## config.mk

```make
export PLATFORM = sky130hd
export DESIGN_NAME = multdiv_issuer
export DESIGN_NICKNAME = d
export VERILOG_FILES = /design/src/rtl/multdiv_pkg.sv /design/src/rtl/multdiv_watchdog.sv /design/src/rtl/multdiv_issuer.sv
export SDC_FILE = /design/constraint.sdc
export NUM_CORES = 1
export LEC_CHECK = 0
export CAP_MARGIN = 20
export CORE_ASPECT_RATIO = 1.4
export CORE_MARGIN = 3
export CORE_UTILIZATION = 36
export DETAILED_ROUTE_END_ITERATION = 12
export HOLD_SLACK_MARGIN = 0.1
export PLACE_DENSITY = 0.72
export SETUP_SLACK_MARGIN = 0.2
export SKIP_CTS_REPAIR_TIMING = 1
export SYNTH_ARGS = -nofsm -noshare
export SYNTH_HDL_FRONTEND = slang
export SYNTH_HIERARCHICAL = 1
export SYNTH_SLANG_ARGS = --single-unit
```

## constraint.sdc

```tcl
create_clock -name clock -period 2.2 [get_ports clock]
set_clock_uncertainty 0.05 [all_clocks]
set_input_delay 0.55 -clock clock [delete_from_list [all_inputs] [get_ports clock]]
set_output_delay 0.55 -clock clock [all_outputs]
set_load 0.05 [all_outputs]
```

## src/rtl/multdiv_pkg.sv

```systemverilog
// Shared definitions for the multdiv issuer: operation codes, FSM state
// encoding and the default watchdog limit.
package multdiv_pkg;

    localparam logic OP_MULT = 1'b0;
    localparam logic OP_DIV  = 1'b1;

    typedef enum logic [1:0] {
        ST_IDLE   = 2'd0,
        ST_LAUNCH = 2'd1,
        ST_WAIT   = 2'd2,
        ST_DONE   = 2'd3
    } state_t;

    localparam int TIMEOUT_CYCLES_DEF = 40;

endpackage

```

## src/rtl/multdiv_watchdog.sv

```systemverilog
// Watchdog counter for the WAIT state. Counts enabled cycles since the last
// clear; expired is high on the LIMIT-th enabled cycle, so the issuer can
// leave WAIT on the same edge that completes the allowance.
module multdiv_watchdog #(
    parameter int LIMIT = multdiv_pkg::TIMEOUT_CYCLES_DEF
) (
    input  logic clock,
    input  logic resetn,
    input  logic clear,
    input  logic enable,
    output logic expired
);

    logic [7:0] cnt_q;
    logic [7:0] cnt_d;

    assign expired = enable && (cnt_q == 8'(LIMIT - 1));

    // Next count: clear has priority; hold once expired so the counter never wraps.
    always_comb begin
        cnt_d = cnt_q;
        if (clear) begin
            cnt_d = '0;
        end else if (enable && !expired) begin
            cnt_d = cnt_q + 8'd1;
        end
    end

    // Counter register.
    always_ff @(posedge clock or negedge resetn) begin
        if (!resetn) begin
            cnt_q <= '0;
        end else begin
            cnt_q <= cnt_d;
        end
    end

endmodule

```

## src/rtl/multdiv_issuer.sv

```systemverilog
// Requester-side controller for the multdiv unit. Takes one request, holds
// the unit's level-sensitive controls and operands until result-ready (or a
// watchdog timeout), then emits a single-cycle writeback beat. Divide-by-zero
// is answered locally without touching the unit.
module multdiv_issuer #(
    parameter int TIMEOUT_CYCLES = multdiv_pkg::TIMEOUT_CYCLES_DEF,
    parameter int RD_W           = 5
) (
    input  logic                   clock,
    input  logic                   resetn,
    input  logic                   req_valid,
    input  logic                   req_op,
    input  logic signed [31:0]     req_a,
    input  logic signed [15:0]     req_b,
    input  logic [RD_W-1:0]        req_rd,
    output logic                   req_ready,
    output logic                   md_ctrl_mult,
    output logic                   md_ctrl_div,
    output logic signed [31:0]     md_operand_a,
    output logic signed [15:0]     md_operand_b,
    input  logic signed [31:0]     md_result,
    input  logic signed [31:0]     md_remainder,
    input  logic                   md_exception,
    input  logic                   md_result_rdy,
    output logic                   wb_valid,
    output logic [RD_W-1:0]        wb_rd,
    output logic signed [31:0]     wb_result,
    output logic signed [31:0]     wb_remainder,
    output logic                   wb_exception,
    output logic                   stall,
    input  logic                   fault_clear,
    output logic                   fault_timeout
);

    import multdiv_pkg::*;

    state_t                state_q, state_d;
    logic                  op_q, op_d;
    logic [RD_W-1:0]       rd_q, rd_d;
    logic signed [31:0]    a_q, a_d;
    logic signed [15:0]    b_q, b_d;
    logic [RD_W-1:0]       wb_rd_q, wb_rd_d;
    logic signed [31:0]    wb_result_q, wb_result_d;
    logic signed [31:0]    wb_remainder_q, wb_remainder_d;
    logic                  wb_exception_q, wb_exception_d;
    logic                  fault_q, fault_d;
    logic                  wd_clear, wd_en, wd_expired;
    logic                  busy;

    multdiv_watchdog #(
        .LIMIT (TIMEOUT_CYCLES)
    ) u_watchdog (
        .clock   (clock),
        .resetn  (resetn),
        .clear   (wd_clear),
        .enable  (wd_en),
        .expired (wd_expired)
    );

    // Controls are decoded straight from state so an async reset drops them at once.
    assign busy          = (state_q == ST_LAUNCH) || (state_q == ST_WAIT);
    assign md_ctrl_mult  = busy && (op_q == OP_MULT);
    assign md_ctrl_div   = busy && (op_q == OP_DIV);
    assign md_operand_a  = a_q;
    assign md_operand_b  = b_q;
    assign req_ready     = (state_q == ST_IDLE);
    assign stall         = (state_q != ST_IDLE);
    assign wb_valid      = (state_q == ST_DONE);
    assign wb_rd         = wb_rd_q;
    assign wb_result     = wb_result_q;
    assign wb_remainder  = wb_remainder_q;
    assign wb_exception  = wb_exception_q;
    assign fault_timeout = fault_q;

    // Next-state, request latching, writeback payload and sticky fault.
    always_comb begin
        state_d        = state_q;
        op_d           = op_q;
        rd_d           = rd_q;
        a_d            = a_q;
        b_d            = b_q;
        wb_rd_d        = wb_rd_q;
        wb_result_d    = wb_result_q;
        wb_remainder_d = wb_remainder_q;
        wb_exception_d = wb_exception_q;
        // Clear first so a timeout set in the same cycle overrides it.
        fault_d        = fault_q && !fault_clear;
        wd_clear       = 1'b0;
        wd_en          = 1'b0;

        case (state_q)
            ST_IDLE: begin
                if (req_valid) begin
                    op_d = req_op;
                    rd_d = req_rd;
                    a_d  = req_a;
                    b_d  = req_b;
                    if ((req_op == OP_DIV) && (req_b == '0)) begin
                        wb_rd_d        = req_rd;
                        wb_result_d    = '0;
                        wb_remainder_d = '0;
                        wb_exception_d = 1'b1;
                        state_d        = ST_DONE;
                    end else begin
                        state_d = ST_LAUNCH;
                    end
                end
            end
            ST_LAUNCH: begin
                wd_clear = 1'b1;
                state_d  = ST_WAIT;
            end
            ST_WAIT: begin
                wd_en = 1'b1;
                // A result arriving on the expiry cycle still wins.
                if (md_result_rdy) begin
                    wb_rd_d        = rd_q;
                    wb_result_d    = md_result;
                    wb_remainder_d = (op_q == OP_MULT) ? 32'sd0 : md_remainder;
                    wb_exception_d = md_exception;
                    state_d        = ST_DONE;
                end else if (wd_expired) begin
                    wb_rd_d        = rd_q;
                    wb_result_d    = '0;
                    wb_remainder_d = '0;
                    wb_exception_d = 1'b1;
                    fault_d        = 1'b1;
                    state_d        = ST_DONE;
                end
            end
            ST_DONE: begin
                state_d = ST_IDLE;
            end
            default: begin
                state_d = ST_IDLE;
            end
        endcase
    end

    // State, latched request and writeback payload registers.
    always_ff @(posedge clock or negedge resetn) begin
        if (!resetn) begin
            state_q        <= ST_IDLE;
            op_q           <= OP_MULT;
            rd_q           <= '0;
            a_q            <= '0;
            b_q            <= '0;
            wb_rd_q        <= '0;
            wb_result_q    <= '0;
            wb_remainder_q <= '0;
            wb_exception_q <= 1'b0;
            fault_q        <= 1'b0;
        end else begin
            state_q        <= state_d;
            op_q           <= op_d;
            rd_q           <= rd_d;
            a_q            <= a_d;
            b_q            <= b_d;
            wb_rd_q        <= wb_rd_d;
            wb_result_q    <= wb_result_d;
            wb_remainder_q <= wb_remainder_d;
            wb_exception_q <= wb_exception_d;
            fault_q        <= fault_d;
        end
    end

endmodule

```

==> results of run 1 <==
[metrics by stage]
stage,cells,utilization [%]
global route,964,64.7
global placement,913,56.5
detailed placement,913,56.5
CTS,945,60.4
finish,964,64.7
floorplan,459,-
[cells by family after synthesis]
| family | count (synthesis) |
|---|---|
| and+or+nand+nor | 105 |
| buffers and inverters | 62 |
| adders and majority gates | 7 |
| AOI/OAI and AO/OA | 14 |
| muxes | 135 |
| xor gates and xnor gates | 1 |
| DFF | 135 |
[worst max-delay path by stage]
stage | to | cells past startpoint | slack (ns) | startpoint
floorplan | wb_rd[0] | 8 | 0.02 | u_watchdog/cnt_q[3]
global placement | wb_result[18] | 7 | -0.55 | req_b[1]
detailed placement | wb_result[3] | 7 | -0.67 | req_b[1]
CTS | wb_result[1] | 9 | -0.25 | u_watchdog/cnt_q[6]
global route | wb_result[1] | 10 | -0.26 | u_watchdog/cnt_q[4]
finish | wb_remainder[5] | 9 | -0.15 | u_watchdog/cnt_q[4]
[placed cells by master (no fill, tap or decap), types with 22 or more instances in the layout]
| cell type | netlist | final |
|---|---|---|
| nand2_1 | 38 | 36 |
| mux2_2 | 61 | 61 |
| dlymetal6s2s_1 | 0 | 114 |
| mux2_4 | 0 | 22 |
| inv_1 | 38 | 35 |
| and3_1 | 33 | 33 |
| dfrtp_1 | 135 | 134 |
| clkdlybuf4s50_1 | 0 | 122 |
| mux2i_1 | 33 | 31 |
| buf_4 | 1 | 34 |
[state kept, by name, summed over array words and instances (netlist names)]
| signal | count |
|---|---|
| op_q | 1 |
| fault_timeout | 1 |
| wb_result | 32 |
| wb_remainder | 32 |
| rd_q | 5 |
| wb_exception | 1 |
| md_operand_b | 16 |
| md_operand_a | 32 |
| u_watchdog/cnt_q | 8 |
| state_q | 2 |
| wb_rd | 5 |
[area by class of cell]
class / count / area [um^2]
clock buffer: 22 / 464
clock inverter: 10 / 144
fill: 1200 / 5560
inverter: 38 / 146
multi-input combinational: 262 / 2390
sequential: 135 / 3380
tap: 196 / 245
timing repair buffer: 301 / 3420
[critical path, cell delays in order, from the launching register on]
cell and delay, ns:
dfrtp_1 0.40, nor4b_4 0.30, nand3b_1 0.16, nor2_2 0.15, or3b_4 0.16, nand2_4 0.06
o31ai_4 0.26, buf_6 0.18, buf_12 0.16, mux2_1 0.33
[cells in the mapped netlist]
master,instances
mux2_2,61
mux2i_1,33
nor3_1,2
nor4_1,2
and3_1,33
nor2b_1,4
and3b_1,1
nor4b_4,1
a211oi_1,1
nand3_1,4
o31ai_1,1
nand3b_1,2
buf_2,7
o21ai_0,5
nand2_1,38
mux2_1,41
a21oi_1,4
o31ai_2,1
nor4b_1,1
dfrtp_1,135
inv_1,38
and2_1,2
a21boi_2,1
or3b_2,1
xor2_1,1
ha_1,7
buf_4,1
clkbuf_1,16
or3_1,2
nand4_1,3
o21a_1,1
nand2b_1,3
nor2_1,6
[power by group]
part / switching, W / internal [W] / total [W]
clock: 0.00107 / 0.00185 / 0.00292
sequential: 0.000545 / 0.00349 / 0.00403
combinational: 0.00554 / 0.00376 / 0.00930
total: 0.00715 / 0.00910 / 0.0163
[layer usage]
| layer | GRT usage (%) | share of wire (%) | routed length, um | vias to the layer above |
|---|---|---|---|---|
| met5 | 0 | 0 | 0 | - |
| met4 | 7.70 | 2.4 | 422 | 0 |
| met3 | 4.81 | 5.3 | 936 | 27 |
| met2 | 33.2 | 55 | 9730 | 138 |
| met1 | 19.8 | 37 | 6450 | 2318 |
| li1 | - | - | - | 2162 |
==> results.json, run 1 <==
{
  "holdPathStages": 1,
  "syn_inst": 459,
  "cts_num_sinks": 135,
  "drt_wl_total_um": 17500,
  "grt_antenna_before_repair": 0,
  "reg2reg_depth": 9,
  "grt_use_total_pct": 18.2,
  "avgSynthCellArea_um2": 12.8,
  "postRouteAntennaNets": 0,
  "critPathKind": "reg -> reg",
  "num_rows": 54,
  "ir_drop_mv": 0.979,
  "synth_mux_area_share_pct": 25.3,
  "hold_violations": 0,
  "synth_area_um2": 5860,
  "endpoint_kind": "flop",
  "ys_ff_latch": 135,
  "critical_path_arrival_ns": 2.58,
  "htree_levels": 4,
  "synth-compound-area-share_pct": 1.56,
  "status": "finished, violations left",
  "min_from": "wb_remainder[4]",
  "synthSimpleGateAreaFrac_pct": 9.68,
  "power_w": 0.0163,
  "synth_top_cell_area_share_pct": 57.7,
  "area_delta_synth_final_pct": 73.9,
  "dp_hpwl_um": 12300,
  "hp-class": "reg -> reg",
  "start_util_pct": 37.2,
  "final.min_clock_period_ns": 2.35,
  "worst_pin_slew_ns": 0.583,
  "numCtsBuffers": 17,
  "cp.required_ns": 2.43,
  "drc": 0,
  "place_congestion": 0.771,
  "grt_max_degree": 49,
  "setup_viol": 66,
  "fin_ws_ns": -0.149,
  "drive_gt1_share_pct": 25.5,
  "hold_path_end": "wb_remainder[4]",
  "synth_top_family_by_area": "multiplexers",
  "rsz0062_at_grt": "yes",
  "powerDensity_nw_per_um2": 1600,
  "synth_top_area_cell": "dfrtp_1",
  "synth_xor_area_share_pct": 0.150,
  "drv_slew": 0,
  "setup_tns_ns": -6.82,
  "clockRootBuffer": "clkbuf_16",
  "place_area_um2": 8900,
  "ys.warnings.count": 6,
  "synth_fa_ha_area_share_pct": 1.50,
  "core_area_um2": 15700,
  "ios": 248,
  "place_ws_ns": -0.669,
  "fmax_mhz": 426,
  "diodes": 0,
  "drt_first_pass_iters": 4,
  "r2r_end": "wb_remainder[5]",
  "cts_tree": "done",
  "grt_pass1_wl_um": 25300,
  "grt.overflow.total": 0,
  "drtIter0Drc": 173,
  "r2r_start": "u_watchdog/cnt_q[4]",
  "drv_cap": 0,
  "failed_checks": "negative setup slack",
  "synth_area_leaders": "dfrtp_1 58%, mux2_2 12%, mux2_1 7.9%",
  "via_per_inst": 4.82,
  "die_x_um": 114,
  "crit_fanout": 11,
  "nets": 886,
  "syn-num-nets": 590,
  "hold_ws_ns": 0.430,
  "ff2ff_setup_slack_ns": -0.15,
  "wl_per_cell_um": 18.2,
  "clock_latency_ns": 0.41,
  "die_h_um": 157,
  "numPortBuffers": 247,
  "period_share_pct": 107,
  "fin_area_um2": 10200,
  "max_slew_margin_pct": 61.0,
  "grt_pass1_vias": 4929,
  "clk_pin_slew_ns": 0.06,
  "cts_buffer_depth": 2,
  "vias": 4645,
  "die_area_um2": 17900,
  "ys_seq_area_share_pct": 57.7,
  "synth_cell_type_count": 33,
  "p_leak_nw": 5.98,
  "setup.worst_path.start_class": "flop"
}
(Power assumes the default switching activity.)
==> inputs of run 2 (changes only) <==
SLEW_MARGIN = 30   (was default)
clock period = 2.1 ns   (was 2.2 ns; I/O delays follow)
==> results.json, run 2 (synthesized netlist as in run 1, its figures left out) <==
{
  "numCtsBuffers": 17,
  "diodes": 0,
  "failed_checks": "negative setup slack",
  "fmax_mhz": 421,
  "via_per_inst": 4.82,
  "clockRootBuffer": "clkbuf_16",
  "layout_commonest_cell": "dfrtp_1",
  "wl_per_cell_um": 17.9,
  "drv_slew": 0,
  "cts_num_sinks": 135,
  "cp.required_ns": 2.34,
  "core_area_um2": 15700,
  "num_rows": 54,
  "start_util_pct": 37.2,
  "drt_first_pass_iters": 4,
  "ir_drop_mv": 1.14,
  "setup_viol": 71,
  "status": "finished, violations left",
  "cts_tree": "done",
  "place_area_um2": 8830,
  "numPortBuffers": 247,
  "endpoint_kind": "flop",
  "drt_wl_total_um": 17300,
  "place_congestion": 0.767,
  "postRouteAntennaNets": 0,
  "worst_pin_slew_ns": 0.533,
  "crit_fanout": 4,
  "area_delta_synth_final_pct": 71.7,
  "setup.worst_path.start_class": "flop",
  "critPathKind": "reg -> reg",
  "grt_pass1_wl_um": 25600,
  "vias": 4661,
  "post-place-cells": 913,
  "cts_buffer_depth": 2,
  "dp_hpwl_um": 12300,
  "fin_ws_ns": -0.274,
  "die_area_um2": 17900,
  "fin_area_um2": 10100,
  "drv_cap": 0,
  "grt_pass1_vias": 5033,
  "die_x_um": 114,
  "ios": 248,
  "die_h_um": 157,
  "fin_cells": 967,
  "layout_common_cells": "134 x dfrtp_1, 122 x clkdlybuf4s50_1, 84 x buf_4, 70 x dlymetal6s2s_1, 60 x mux2_2",
  "power_w": 0.0171,
  "grt_max_degree": 48,
  "grt.overflow.total": 0,
  "htree_levels": 4,
  "nets": 889,
  "grt_antenna_before_repair": 0,
  "critical_path_arrival_ns": 2.61,
  "hold_violations": 0,
  "powerDensity_nw_per_um2": 1700,
  "clock_latency_ns": 0.41,
  "period_share_pct": 113,
  "drtIter0Drc": 181,
  "place_ws_ns": -0.662,
  "final.min_clock_period_ns": 2.37,
  "drive_gt1_share_pct": 32.0,
  "drc": 0,
  "clk_pin_slew_ns": 0.05,
  "max_slew_margin_pct": 64.4,
  "hp-class": "reg -> reg",
  "rsz0062_at_grt": "yes",
  "grt_use_total_pct": 18.3,
  "p_leak_nw": 5.48
}
## run 2: area by class of cell
class,instances,area [um^2]
multi-input combinational,262,2410
fill,1204,5690
inverter,38,146
tap,196,245
sequential,135,3380
timing repair buffer,304,3220
clock inverter,10,166
clock buffer,22,484
## run 2: power breakdown
part | total, W | switching [W] | internal, W
combinational | 0.00960 | 0.00575 | 0.00385
clock | 0.00322 | 0.00110 | 0.00212
sequential | 0.00428 | 0.000623 | 0.00366
## run 2: path summary, 6_finish.rpt
kind | startpoint | endpoint | slack (ns) | cells after the start
worst min-delay path | wb_remainder[0] | wb_remainder[0] | 0.43 | 1
worst max register to register | u_watchdog/cnt_q[4] | wb_remainder[14] | -0.27 | 9
worst max-delay path | u_watchdog/cnt_q[4] | wb_remainder[14] | -0.27 | 9
worst min register to register | wb_remainder[0] | wb_remainder[0] | 0.43 | 1
max in group asynchronous | resetn | wb_result[19] | 0.81 | 3
min in group asynchronous | resetn | md_operand_a[29] | 0.57 | 2
## run 2: worst max-delay path, stage by stage (launching register included)
cell and delay, ns:
dfrtp_1 0.41, nor4b_4 0.30, nand3b_1 0.15, nor2_2 0.15, or3b_4 0.15, nand2_4 0.06
o31ai_4 0.31, buf_6 0.19, buf_6 0.14, mux2_1 0.34
## run 2: through the flow
| stage | util (%) | hold WS [ns] | setup TNS, ns |
|---|---|---|---|
| floorplan | - | 0.179 | -4.11 |
| global placement | 56.1 | 0.416 | -38.86 |
| detailed placement | 56.1 | 0.424 | -39.48 |
| CTS | 60.2 | -0.00604 | -19.48 |
| global route | 63.9 | 0.452 | -21.21 |
| finish | 63.9 | 0.429 | -13.50 |
## run 2: metal layers
| layer | share of wire, % | GRT usage, % | vias to the layer above |
|---|---|---|---|
| met5 | 0 | 0 | - |
| met4 | 1.7 | 6.73 | 0 |
| met3 | 5.6 | 5.08 | 23 |
| met2 | 57 | 33.5 | 148 |
| met1 | 36 | 20.0 | 2328 |
| li1 | - | - | 2162 |
